## config.mk

```make
export PLATFORM = sky130hd
export DESIGN_NAME = seg7_status_display
export DESIGN_NICKNAME = d
export VERILOG_FILES = /design/src/rtl/seg7_status_display.sv
export SDC_FILE = /design/constraint.sdc
export NUM_CORES = 1
export LEC_CHECK = 0
export CORE_ASPECT_RATIO = 0.7
export CORE_MARGIN = 5
export CORE_UTILIZATION = 49
export DETAILED_ROUTE_END_ITERATION = 12
export PLACE_DENSITY = 0.76
export SLEW_MARGIN = 20
export SYNTH_ARGS = -nofsm -noshare
export SYNTH_HDL_FRONTEND = slang
export SYNTH_SLANG_ARGS = --single-unit
```

## constraint.sdc

```tcl
create_clock -name clk -period 1.45 [get_ports clk]
set_input_delay 0.29 -clock clk [delete_from_list [all_inputs] [get_ports clk]]
set_output_delay 0.29 -clock clk [all_outputs]
set_load 0.005 [all_outputs]
```

## src/rtl/seg7_status_display.sv

```systemverilog
// seg7_status_display
//   Page sequencer for the irrigation controller's 4-digit common-anode
//   7-segment display. A slow divider tick rotates LEVEL -> MODE -> VALVE;
//   an alarm pre-empts the rotation and blinks "E--E" on each tick.
//   The system clock multiplexes the four digits.
// Ports
//   clk       system clock
//   reset     async active-low reset
//   tick_in   divider square wave, asynchronous to clk
//   level     reservoir level 0..3
//   mode      0 = sprinkler, 1 = drip
//   valve_on  1 = valve open
//   alarm     fault flag (clk domain, level-sensitive)
//   seg_n     segments {g,f,e,d,c,b,a}, active-low
//   an_n      digit enables, active-low, an_n[3] = leftmost
module seg7_status_display #(
   parameter int SCAN_DIV   = 12500,
   parameter int PAGE_TICKS = 2
) (
   input  logic       clk,
   input  logic       reset,
   input  logic       tick_in,
   input  logic [1:0] level,
   input  logic       mode,
   input  logic       valve_on,
   input  logic       alarm,
   output logic [6:0] seg_n,
   output logic [3:0] an_n
);
   localparam int SW = $clog2(SCAN_DIV);
   localparam int TW = (PAGE_TICKS > 1) ? $clog2(PAGE_TICKS) : 1;

   localparam logic [6:0] G_L     = 7'b1000111;
   localparam logic [6:0] G_A     = 7'b0001000;
   localparam logic [6:0] G_F     = 7'b0001110;
   localparam logic [6:0] G_E     = 7'b0000110;
   localparam logic [6:0] G_DASH  = 7'b0111111;
   localparam logic [6:0] G_BLANK = 7'b1111111;

   typedef enum logic [1:0] {LEVEL, MODE, VALVE, ALARM} state_t;

   state_t        state;
   logic [TW-1:0] tcnt;
   logic [SW-1:0] scnt;
   logic [1:0]    k;
   logic          blink;
   logic          sync1, sync2, sync2_d;
   logic          tick;
   logic [6:0]    nxt_seg;
   logic [3:0]    nxt_an;

   function automatic logic [6:0] num_glyph(input logic [1:0] v);
      case (v)
         2'd0:    num_glyph = 7'b1000000;
         2'd1:    num_glyph = 7'b1111001;
         2'd2:    num_glyph = 7'b0100100;
         default: num_glyph = 7'b0110000;
      endcase
   endfunction

   // one-clk pulse per rising edge of the synchronized tick
   assign tick = sync2 & ~sync2_d;

   // glyph for the digit being scanned; inputs are used live
   always_comb begin
      logic [6:0] left, right;
      left  = G_L;
      right = num_glyph(level);
      case (state)
         LEVEL: begin left = G_L; right = num_glyph(level); end
         MODE:  begin left = G_A; right = num_glyph({1'b0, mode} + 2'd1); end
         VALVE: begin left = G_F; right = num_glyph({1'b0, valve_on}); end
         default: begin left = G_E; right = G_E; end
      endcase
      nxt_an = ~(4'b0001 << k);
      if (state == ALARM && blink)
         nxt_seg = G_BLANK;
      else if (k == 2'd3)
         nxt_seg = left;
      else if (k == 2'd0)
         nxt_seg = right;
      else
         nxt_seg = G_DASH;
   end

   always_ff @(posedge clk or negedge reset) begin
      if (!reset) begin
         sync1   <= 1'b0;
         sync2   <= 1'b0;
         sync2_d <= 1'b0;
         state   <= LEVEL;
         tcnt    <= '0;
         blink   <= 1'b0;
         scnt    <= '0;
         k       <= 2'd0;
         seg_n   <= 7'h7F;
         an_n    <= 4'hF;
      end else begin
         sync1   <= tick_in;
         sync2   <= sync1;
         sync2_d <= sync2;

         // segments and enables come from the same k, so they stay aligned
         seg_n <= nxt_seg;
         an_n  <= nxt_an;

         if (scnt == SW'(SCAN_DIV - 1)) begin
            scnt <= '0;
            k    <= k + 2'd1;
         end else begin
            scnt <= scnt + 1'b1;
         end

         if (state == ALARM) begin
            if (!alarm) begin
               state <= LEVEL;
               tcnt  <= '0;
               blink <= 1'b0;
            end else if (tick) begin
               blink <= ~blink;
            end
         end else if (alarm) begin
            // alarm wins over a same-cycle tick, which is dropped
            state <= ALARM;
            tcnt  <= '0;
            blink <= 1'b0;
         end else if (tick) begin
            if (tcnt == TW'(PAGE_TICKS - 1)) begin
               tcnt <= '0;
               case (state)
                  LEVEL:   state <= MODE;
                  MODE:    state <= VALVE;
                  default: state <= LEVEL;
               endcase
            end else begin
               tcnt <= tcnt + 1'b1;
            end
         end
      end
   end
endmodule

```

# After elaboration in Yosys (flattened, before gate mapping)
# Cells that the tools add are included.
# Widths: inputs -> output; s select.
# word_totals
ff_bits,34
latchBits,0
ram_bits,0
mem_bits_ro,0
inputBits,8
out_inout_bits,11
elab_cells,66
mem_count,0
# op_classes
add_sub_neg,4
multipliers,0
div_mod_pow,0
order_cmp,0
eq_ne,11
shift,1
n_mux,24
bitwise_logic,5
reduce_logical,11
# op_table
cell,n
$pmux 7 s3,4
$mux 7,3
$add 14x1->14 const B,1
$eq 14x14->1 const B,1
$mux 14,1
$pmux 7 s2,1
$eq 2x2->1 const B,5
$mux 2,5
$mux 1,9
$logic_not 2->1,4
$eq 2x1->1 const B,3
$reduce_bool 3->1,2
$not 4->4,1
$pmux 2 s2,1
$reduce_and 2->1,2
$shl 1x2->4 const A,1
$ne 3x3->1 const B,1
$not 1->1,3
$reduce_and 3->1,1
$add 1x1->2 const B,1
$add 2x1->2 const B,1
$ne 2x2->1 const B,1
$reduce_bool 2->1,1
$add 1x1->1 const B,1
other kinds (2),2

# Logic depth before layout (Yosys ltp)
# Gate-level depths: netlist (run 1).
# logic_depth
ltp_word,7
mapped_depth,6

# Worst setup path before layout (run 1)
# Ideal clock, no wire load.
# synth_timing
path_kind,register -> register
start,register scnt[5]
end,register k[1]
arrival_ns,1.455
slack_ns,-0.132
stages_incl_launch_ff,5
synth_period_minus_slack_ns,1.582
path_cell_list,dfrtp_1 or4b_1 nor4_2 buf_4 o21ai_0
# synth_via
elab_chain_len,1
# synth_rtl
item,line_no,rtl
from (decl),44,logic [SW-1:0] scnt;
from (signal assigned),111,scnt <= scnt + 1'b1;
$eq 14x14->1,107,if (scnt == SW'(SCAN_DIV - 1)) begin
to (signal assigned),109,k <= k + 2'd1;
to (decl),45,logic [1:0] k;
# No other way between the ends.
# A chain may end at the register's enable or synchronous reset.

# Worst setup path in the final report (run 1)
# layout_timing
start,register scnt[8]
end,register scnt[1]
# layout_via
elab_chain_len,2
# layout_rtl
item,line_no
$eq 14x14->1,107
$mux 14,107
# No other way between the ends.

==> results of run 1 <==
[per-layer routing]
metal	track usage [%]	routed length, microns
met2	26.1	1510
met3	7.30	214
met5	0	0
met4	6.48	68
met1	20.0	1530
[state kept, by name (all words and copies together), names as in the netlist]
signal and flops:
seg_n 7, k 2, tcnt 1, sync2 1, an_n 4, state 2, scnt 14, sync1 1
blink 1, sync2_d 1
[kinds of logic after synthesis]
logic type      count (synthesis)  synth area share (%)
fa+ha+maj                       9                  7.00
compound gates                 27                  9.95
simple gates                   56                  19.0
flops                          34                  53.7
buf+inv                        13                  3.27
xor+xnor                       13                  7.08
[critical path: cells and delay by family (launching register included)]
family | cells | cell delay [ns]
buffers and inverters | 1 | 0.20
and+or+nand+nor | 3 | 0.89
DFF | 1 | 0.37
[worst paths after layout]
| kind | start | to | cells past startpoint |
|---|---|---|---|
| worst max-delay path | scnt[8]$_DFF_PN0_ | scnt[1]$_DFF_PN0_ | 4 |
| worst min-delay path | sync1$_DFF_PN0_ | sync2$_DFF_PN0_ | 0 |
| worst max register to register | scnt[8]$_DFF_PN0_ | scnt[1]$_DFF_PN0_ | 4 |
| worst min register to register | sync1$_DFF_PN0_ | sync2$_DFF_PN0_ | 0 |
| max in group asynchronous | reset | seg_n[1]$_DFF_PN1_ | 2 |
| min in group asynchronous | reset | scnt[11]$_DFF_PN0_ | 2 |
[power by group]
part           leakage, nW  switching, mW  internal, mW
clock               0.0482          0.332         0.382
combinational        0.510          0.400         0.378
sequential           0.408         0.0777          1.13
total                0.966          0.810          1.89
[final cells by class]
cell class / count / share of cell area [%]
timing repair buffer: 38 / 15.6
clock inverter: 1 / 0.234
clock buffer: 7 / 4.04
multi-input combinational: 105 / 35.6
sequential: 34 / 40.5
tap: 38 / 2.22
inverter: 11 / 1.93
[through the flow]
stage / hold WS [ns] / area, sq um / cells
4_1_cts: 0.358 / 2110 / 233
5_1_grt: 0.370 / 2140 / 234
3_3_place_gp: 0.341 / 1980 / 225
3_5_place_dp: 0.339 / 1980 / 225
6_report: 0.352 / 2140 / 234
2_1_floorplan: -0.00559 / 1610 / 152
[what timing repair did]
action                     CTS  global route
pin swaps                    7             3
setup endpoints to repair   21            16
resized for setup           25             8
setup buffers                0             1
[cell usage in the layout (no fill, tap or decap), types with 2 or more instances in the layout]
cell type	netlist	routed
sky130_fd_sc_hd__a21oi_1	4	3
sky130_fd_sc_hd__a31oi_1	3	3
sky130_fd_sc_hd__and4_1	3	3
sky130_fd_sc_hd__buf_4	1	18
sky130_fd_sc_hd__clkbuf_8	0	6
sky130_fd_sc_hd__clkdlybuf4s50_1	0	7
sky130_fd_sc_hd__dfrtp_1	23	22
sky130_fd_sc_hd__dfstp_2	11	11
sky130_fd_sc_hd__dlygate4sd2_1	0	11
sky130_fd_sc_hd__ha_1	9	7
sky130_fd_sc_hd__inv_1	11	10
sky130_fd_sc_hd__nand2_1	19	18
sky130_fd_sc_hd__nand2b_1	2	2
sky130_fd_sc_hd__nand3_1	7	7
sky130_fd_sc_hd__nand3b_1	4	4
sky130_fd_sc_hd__nand4_1	5	5
sky130_fd_sc_hd__nor2_1	7	2
sky130_fd_sc_hd__nor2_2	0	3
sky130_fd_sc_hd__nor2_4	0	2
sky130_fd_sc_hd__nor2b_1	2	2
sky130_fd_sc_hd__o21ai_0	12	9
sky130_fd_sc_hd__o21ai_1	0	2
sky130_fd_sc_hd__or4b_4	0	2
sky130_fd_sc_hd__xnor2_1	9	9
sky130_fd_sc_hd__xor2_1	4	4
==> flow_results.org, run 1 <==
** Run status
- Run status :: finished, violations left
- Violated checks :: setup timing

** Floorplanning
- The die covers 4550 sq um.
- Die extent in y :: 57.9 microns
- The core region is 3150 sq um.
- Measured along the x axis, the die boundary spans 78.5 microns.
- 19 I/O pins were placed.
- Standard-cell row count :: 17
- Effective utilization at floorplan :: 51.1%

** Drt
- Number of vias in the routed layout :: 1261
- Dividing the detail-routed wire length by the instance count gives 14.2 microns.
- In the routed design, unresolved DRC markers number 0.
- Wirelength, routed :: 3320 microns
- The detail route stage leaves a number of antenna-violating nets equal to 0.
- After detailed routing, the number of vias per cell comes to 5.39.
- The first TritonRoute pass finished after 4 iterations.
- Iteration-0 DRC count of the detailed router :: 69

** STA
- Final-report max-slew violation count :: 0
- Fmax :: 0.636 GHz
- For the final database, setup skew stands at 0.00622 ns.
- Worst Max-Slew Pin Slew :: 0.337 ns
- Of the available clock period, the critical path in the final layout requires 108%.
- Setup repair after global routing could not meet its margin everywhere.
- Number of failing setup endpoints in the final timing report :: 10
- The total count of hold-check failures in the final report was 0.
- The routed design could run at a clock period as short as 1.57 ns.
- In the final timing run, aggregate negative setup slack is -1.10 ns.
- In the post-route analysis, the smallest setup slack over all paths is -0.122 ns.
- Measured against its own limit, the worst slew margin works out to 77.4%.

** Cells and area
- The layout has 230 filler cells.
- In the final design database the tool counted 212 nets.
- Area of combinational cells with multiple inputs :: 761 sq um
- Share of post-route cells with drive strength above 1 :: 27.6%
- End-of-flow core utilization :: 68.0%
- Compared with the post-synthesis result, the final layout area differs by 33.0%.
- Registers take 866 sq um.
- 0 antenna diodes ended up in the layout.

** Placement
- Final GP Congestion :: 0.854
- Summed over all nets, the half-perimeter wirelength after detailed placement is 2430 microns.
- Input and output buffers added on the ports amount to 18.
- Before CTS, the worst setup slack after placement is -0.140 ns.

** Yosys
- Average cell area after synthesis :: 10.6 sq um
- Counting every net in the synthesized netlist gives 169.
- Yosys top cell by area :: sky130_fd_sc_hd__dfrtp_1
- Number of warnings issued by yosys :: 0
- In the post-synthesis netlist, the cell with the most instances is sky130_fd_sc_hd__dfrtp_1.
- Yosys mapped a number of flops with a built-in enable equal to 0.
- The most used flip-flop cell after synthesis is sky130_fd_sc_hd__dfrtp_1.
- In this run, distinct cell masters in the synthesized netlist total 33.
- Sequential cells were found to cover 53.7% of the synthesized design area.
- The share of synthesized area in the top cell type comes to 35.8%.
- Yosys attributes the largest share of cell area to sky130_fd_sc_hd__dfrtp_1 36%, sky130_fd_sc_hd__dfstp_2 18%, sky130_fd_sc_hd__ha_1 7.0%.
- Fraction of registers with async set/reset :: 100%
- The synthesized design contains 34 register bits.
- In the synthesized netlist, the number of instances is 152.
- Cell area after synthesis :: 1610 sq um
- Most frequent cells after synthesis :: 23 x sky130_fd_sc_hd__dfrtp_1, 19 x sky130_fd_sc_hd__nand2_1, 12 x sky130_fd_sc_hd__o21ai_0

** Setup path
- Flop2flop setup slack :: -0.12 ns
- Traced cell by cell, the critical path runs through or4b_4 -> nor4_4 -> buf_6 -> nor2b_1.
- Worst EP required :: 1.63 ns
- Critical-path cell with the highest stage delay :: sky130_fd_sc_hd__or4b_4
- Data arrival time of the critical path :: 1.76 ns
- Sort of element at the start of the critical path :: flip-flop
- Category of the most critical setup path :: reg -> reg
- For this run, the slowest stage of the critical path takes 0.55 ns.
- The worst setup path is captured at a flip-flop.
- Of all nets on the critical path, the largest fanout is 7.

** Power
- Static Leak :: 0.966 nW
- Dividing total power by cell area gives a power density of 1260 nW/um^2.
- The design draws 2.70 mW.
- Worst voltage drop across the vdd grid :: 0.897 mV

** Clock network
- In this run the clock root is driven by a sky130_fd_sc_hd__clkbuf_8.
- TritonCTS built the clock tree.
- Number of hold buffers added after CTS :: 0
- In this run the number of H-tree levels came out at 2.
- Clock-pin slew was measured on the worst setup and hold paths at 0.07 ns.
- Clk_lat worst skew :: 0.29 ns
- Number of buffers on the longest clock path :: 2
- Clock Sinks :: 34
- In this run, CTS created clock tree buffers numbering 5.

** Global route
- Maximum number of pins on one net before global-route repair :: 35
- Wire length of the first global-routing pass :: 5640 microns
- The number of global-route vias before repair was 1247.
- Global routing consumed, over all layers together, 16.5% of the routing resources.
- Number of antenna violations at the first check in global routing :: 0
- Summed over all layers, the global routing overflow is 0.

** Min path
- The tightest min-delay check is of the reg -> reg type.

** Run
- Max-cap violations in this run came to 0.
Note: power is estimated with default switching activity, not from simulation.
==> run 2, diff against run 1 <==
--- a/config.mk
+++ b/config.mk
@@ -10,7 +10,7 @@
 export CORE_UTILIZATION = 49
 export DETAILED_ROUTE_END_ITERATION = 12
 export PLACE_DENSITY = 0.76
-export SLEW_MARGIN = 20
+export SLEW_MARGIN = 25
 export SYNTH_ARGS = -nofsm -noshare
 export SYNTH_HDL_FRONTEND = slang
 export SYNTH_SLANG_ARGS = --single-unit
==> constraint.sdc (replaced) <==
create_clock -name clk -period 1.44 [get_ports clk]
set_input_delay 0.288 -clock clk [delete_from_list [all_inputs] [get_ports clk]]
set_output_delay 0.288 -clock clk [all_outputs]
set_load 0.005 [all_outputs]
==> run 2 against run 1 <==
The flow still finishes with violations (setup timing). Worst hold slack improved by 0.013 ns. Highest routed layer unchanged. Clock skew is 0.0010 ns lower. Largest cell class unchanged. Register-to-register slack worse by 0.06 ns.
==> flow_results.org, run 2 (synthesized netlist as in run 1, its figures left out) <==
** Setup path
- Max FO, Critical Path :: 5 (was 7)
- The start of the worst register-to-register path was scnt[8]$_DFF_PN0_ (unchanged).
- Crit path from :: scnt[8]$_DFF_PN0_ (unchanged)
- The slack of the worst reg-to-reg path came to -0.18 ns (was -0.12 ns).
- Highest cell delay on the worst timing path :: 0.54 ns (was 0.55 ns)
- The category of the worst setup path launch point is a flip-flop (unchanged).
- The cell with the largest stage delay on the worst path was sky130_fd_sc_hd__or4b_4 (unchanged).
- Nature of the critical path endpoint :: flip-flop (unchanged)
- Category of the most critical setup path :: reg -> reg (unchanged)
- The required time of the worst setup path is 1.61 ns (was 1.63 ns).
- Critical path cell sequence: or4b_4 -> nor4_4 -> buf_4 -> nor2b_1 (was or4b_4 -> nor4_4 -> buf_6 -> nor2b_1).
- Data arrival time of the critical path :: 1.79 ns (was 1.76 ns)

** Power
- Total power divided by cell area :: 1310 nW/um^2 (was 1260 nW/um^2)
- Static Leak :: 0.994 nW (was 0.966 nW)
- The internal power component came to 2.04 mW (was 1.89 mW).
- The worst ir drop on vdd came to 0.913 mV (was 0.897 mV).
- Power after layout :: 2.85 mW (was 2.70 mW)
- Clock network power share :: 28.1% (was 26.4%)
- The share of total power in combinational logic came to 29.5% (was 28.8%).
- Net switching share of the total power :: 28.4% (was 30.0%)
- The power dissipated by switching net loads is 0.807 mW (was 0.810 mW).
- Sequential fraction of design power :: 42.4% (was 44.8%)

** Floorplanning
- The I/O pin total was 19 (unchanged).
- The full die area came to 4550 sq um (unchanged).
- The chip height was 57.9 microns (unchanged).
- The starting density of the core is 51.1% (unchanged).
- Standard-cell row count :: 17 (unchanged)
- Die extent in x :: 78.5 microns (unchanged)
- The core box area came to 3150 sq um (unchanged).

** STA
- RSZ-0062 raised after global routing :: yes (unchanged)
- The total count of hold-check failures in the final report was 0 (unchanged).
- The worst-margin pin slew is 0.321 ns (was 0.337 ns).
- Number of failing setup endpoints in the final timing report :: 10 (unchanged)
- The count of final max-slew check failures is 0 (unchanged).
- Sum of negative setup slack :: -1.67 ns (was -1.10 ns)
- The final critical-path share of the clock period was 112% (was 108%).
- Minimum period implied by the final worst setup slack :: 1.62 ns (was 1.57 ns)
- Post-route worst setup slack :: -0.179 ns (was -0.122 ns)
- Worst-case headroom to the max-slew limit :: 78.5% (was 77.4%)
- Fmax :: 0.618 GHz (was 0.636 GHz)
- The final setup skew was 0.00520 ns (was 0.00622 ns).

** Cells and area
- Largest register by flop count :: scnt (unchanged)
- Leading registers by flop count :: scnt: 14 flops, seg_n: 7 flops, an_n: 4 flops (unchanged)
- The total area of multi-input combinational cells came to 751 sq um (was 761 sq um).
- The number of inserted filler cells in the final layout is 235 (was 230).
- Highest-count cells in the layout ignoring fill and taps: 23 x sky130_fd_sc_hd__dfrtp_1, 21 x sky130_fd_sc_hd__buf_4, 18 x sky130_fd_sc_hd__nand2_1 (was 22 x sky130_fd_sc_hd__dfrtp_1, 18 x sky130_fd_sc_hd__nand2_1, 18 x sky130_fd_sc_hd__buf_4).
- Area taken by flip-flops and latches :: 865 sq um (was 866 sq um)
- Commonest non-fill, non-tap cell in the layout :: sky130_fd_sc_hd__dfrtp_1 (unchanged)
- Post-layout nets :: 215 (was 212)
- Finished Cell Area :: 2170 sq um (was 2140 sq um)
- Count of antenna diodes in the layout :: 0 (unchanged)
- The share of cells above drive strength 1 came to 28.1% (was 27.6%).
- Max FFs per register :: 14 (unchanged)
- The area overhead of the layout relative to synthesis came to 34.8% (was 33.0%).

** Placement
- The setup slack at placement is -0.167 ns (was -0.140 ns).
- Final GP Congestion :: 0.827 (was 0.854)
- Quantity of I/O buffers inserted on ports :: 18 (unchanged)
- Area after DPL :: 1980 sq um (unchanged)
- Detailed placement HPWL :: 2370 microns (was 2430 microns)

** Drt
- Iteration-0 DRC count of the detailed router :: 118 (was 69)
- Wirelength, routed :: 3300 microns (was 3320 microns)
- The detailed-routing iteration count for the pre-antenna-repair pass came to 4 (unchanged).
- Vias per std cell :: 5.25 (was 5.39)
- Number of antenna-violating nets in the routed design :: 0 (unchanged)
- Wire length per cell :: 13.9 microns (was 14.2 microns)
- The vias after detailed routing came to 1245 (was 1261).
- Final routed DRC violation total :: 0 (unchanged)

** Global route
- The total global-route track usage was 16.0% (was 16.5%).
- Wire length of the first global-routing pass :: 5570 microns (was 5640 microns)
- Maximum number of pins on one net before global-route repair :: 35 (unchanged)
- The number of global-route vias before repair was 1195 (was 1247).
- Number of antenna violations at the first check in global routing :: 0 (unchanged)
- Total congestion overflow after global routing :: 0 (unchanged)

** Clock network
- The root buffer cell was sky130_fd_sc_hd__clkbuf_8 (unchanged).
- Total clock buffers created by CTS :: 5 (unchanged)
- TritonCTS clock tree :: done (unchanged)
- Number of buffers on the longest clock path :: 2 (unchanged)
- The clock sink count came to 34 (unchanged).
- Number of hold buffers added after CTS :: 0 (unchanged)
- Clk_lat worst skew :: 0.28 ns (was 0.29 ns)
- The clock slew at the register clock pins of the worst setup and hold paths was 0.07 ns (about the same).
- H-tree levels :: 2 (unchanged)

** Min path
- Worst min path class :: in -> async (was reg -> reg)

** Run
- Maximum Capacitance Violations :: 0 (unchanged)

** Run status
- Violated checks :: setup timing (unchanged)
- Run status :: finished, violations left (unchanged)
run 2: routing by layer:
metal / share of wire [%] / global-route usage (%)
met2: 46 / 24.6
met5: 0 / 0
met4: 1.3 / 6.73
met3: 6.4 / 5.12
met1: 47 / 21.1
run 2: critical path, delay by kind of cell, from the launching register on:
kind          cells  cell delay, ns
simple gates      3            0.91
buf+inv           1            0.22
flops             1            0.38
run 2: power groups by stage:
stage	Sequential (mW)	Clock (mW)	Combinational, mW
2_1_floorplan	1.23	0	0.424
3_3_place_gp	1.22	0	0.778
3_5_place_dp	1.23	0	0.804
4_1_cts	1.21	0.824	0.761
5_1_grt	1.22	0.870	0.953
6_report	1.21	0.800	0.840
run 2: repair_timing:
| item | 4_1_cts | 5_1_grt |
|---|---|---|
| endpoints found under the setup margin | 22 | 17 |
| setup buffers | 1 | 2 |
| pin swaps | 1 | 8 |
| gates resized for setup | 15 | 16 |
| gates cloned | 1 | 0 |
run 2: worst paths after layout:
kind | end | cells past startpoint
min in group clk | sync2$_DFF_PN0_ | 0
hold / removal | scnt[13]$_DFF_PN0_ | 2
hold reg to reg | sync2$_DFF_PN0_ | 0
max in group asynchronous | an_n[1]$_DFF_PN1_ | 2
setup / recovery | scnt[1]$_DFF_PN0_ | 4
setup reg to reg | scnt[1]$_DFF_PN0_ | 4
run 2: layout make-up:
| class | count | share of cell area [%] |
|---|---|---|
| Clock buffer | 8 | 5.07 |
| Inverter | 11 | 1.90 |
| Multi-Input combinational cell | 105 | 34.6 |
| Sequential cell | 34 | 39.9 |
| Tap cell | 38 | 2.19 |
| Timing Repair Buffer | 41 | 16.4 |
run 2: through the flow:
step                instances  hold WS, ns  util (%)
CTS                       235        0.366      66.9
global route              237        0.373      68.9
global placement          225        0.343      62.9
finish                    237        0.365      68.9
floorplan                 152     -0.00759         -
detailed placement        225        0.342      62.9
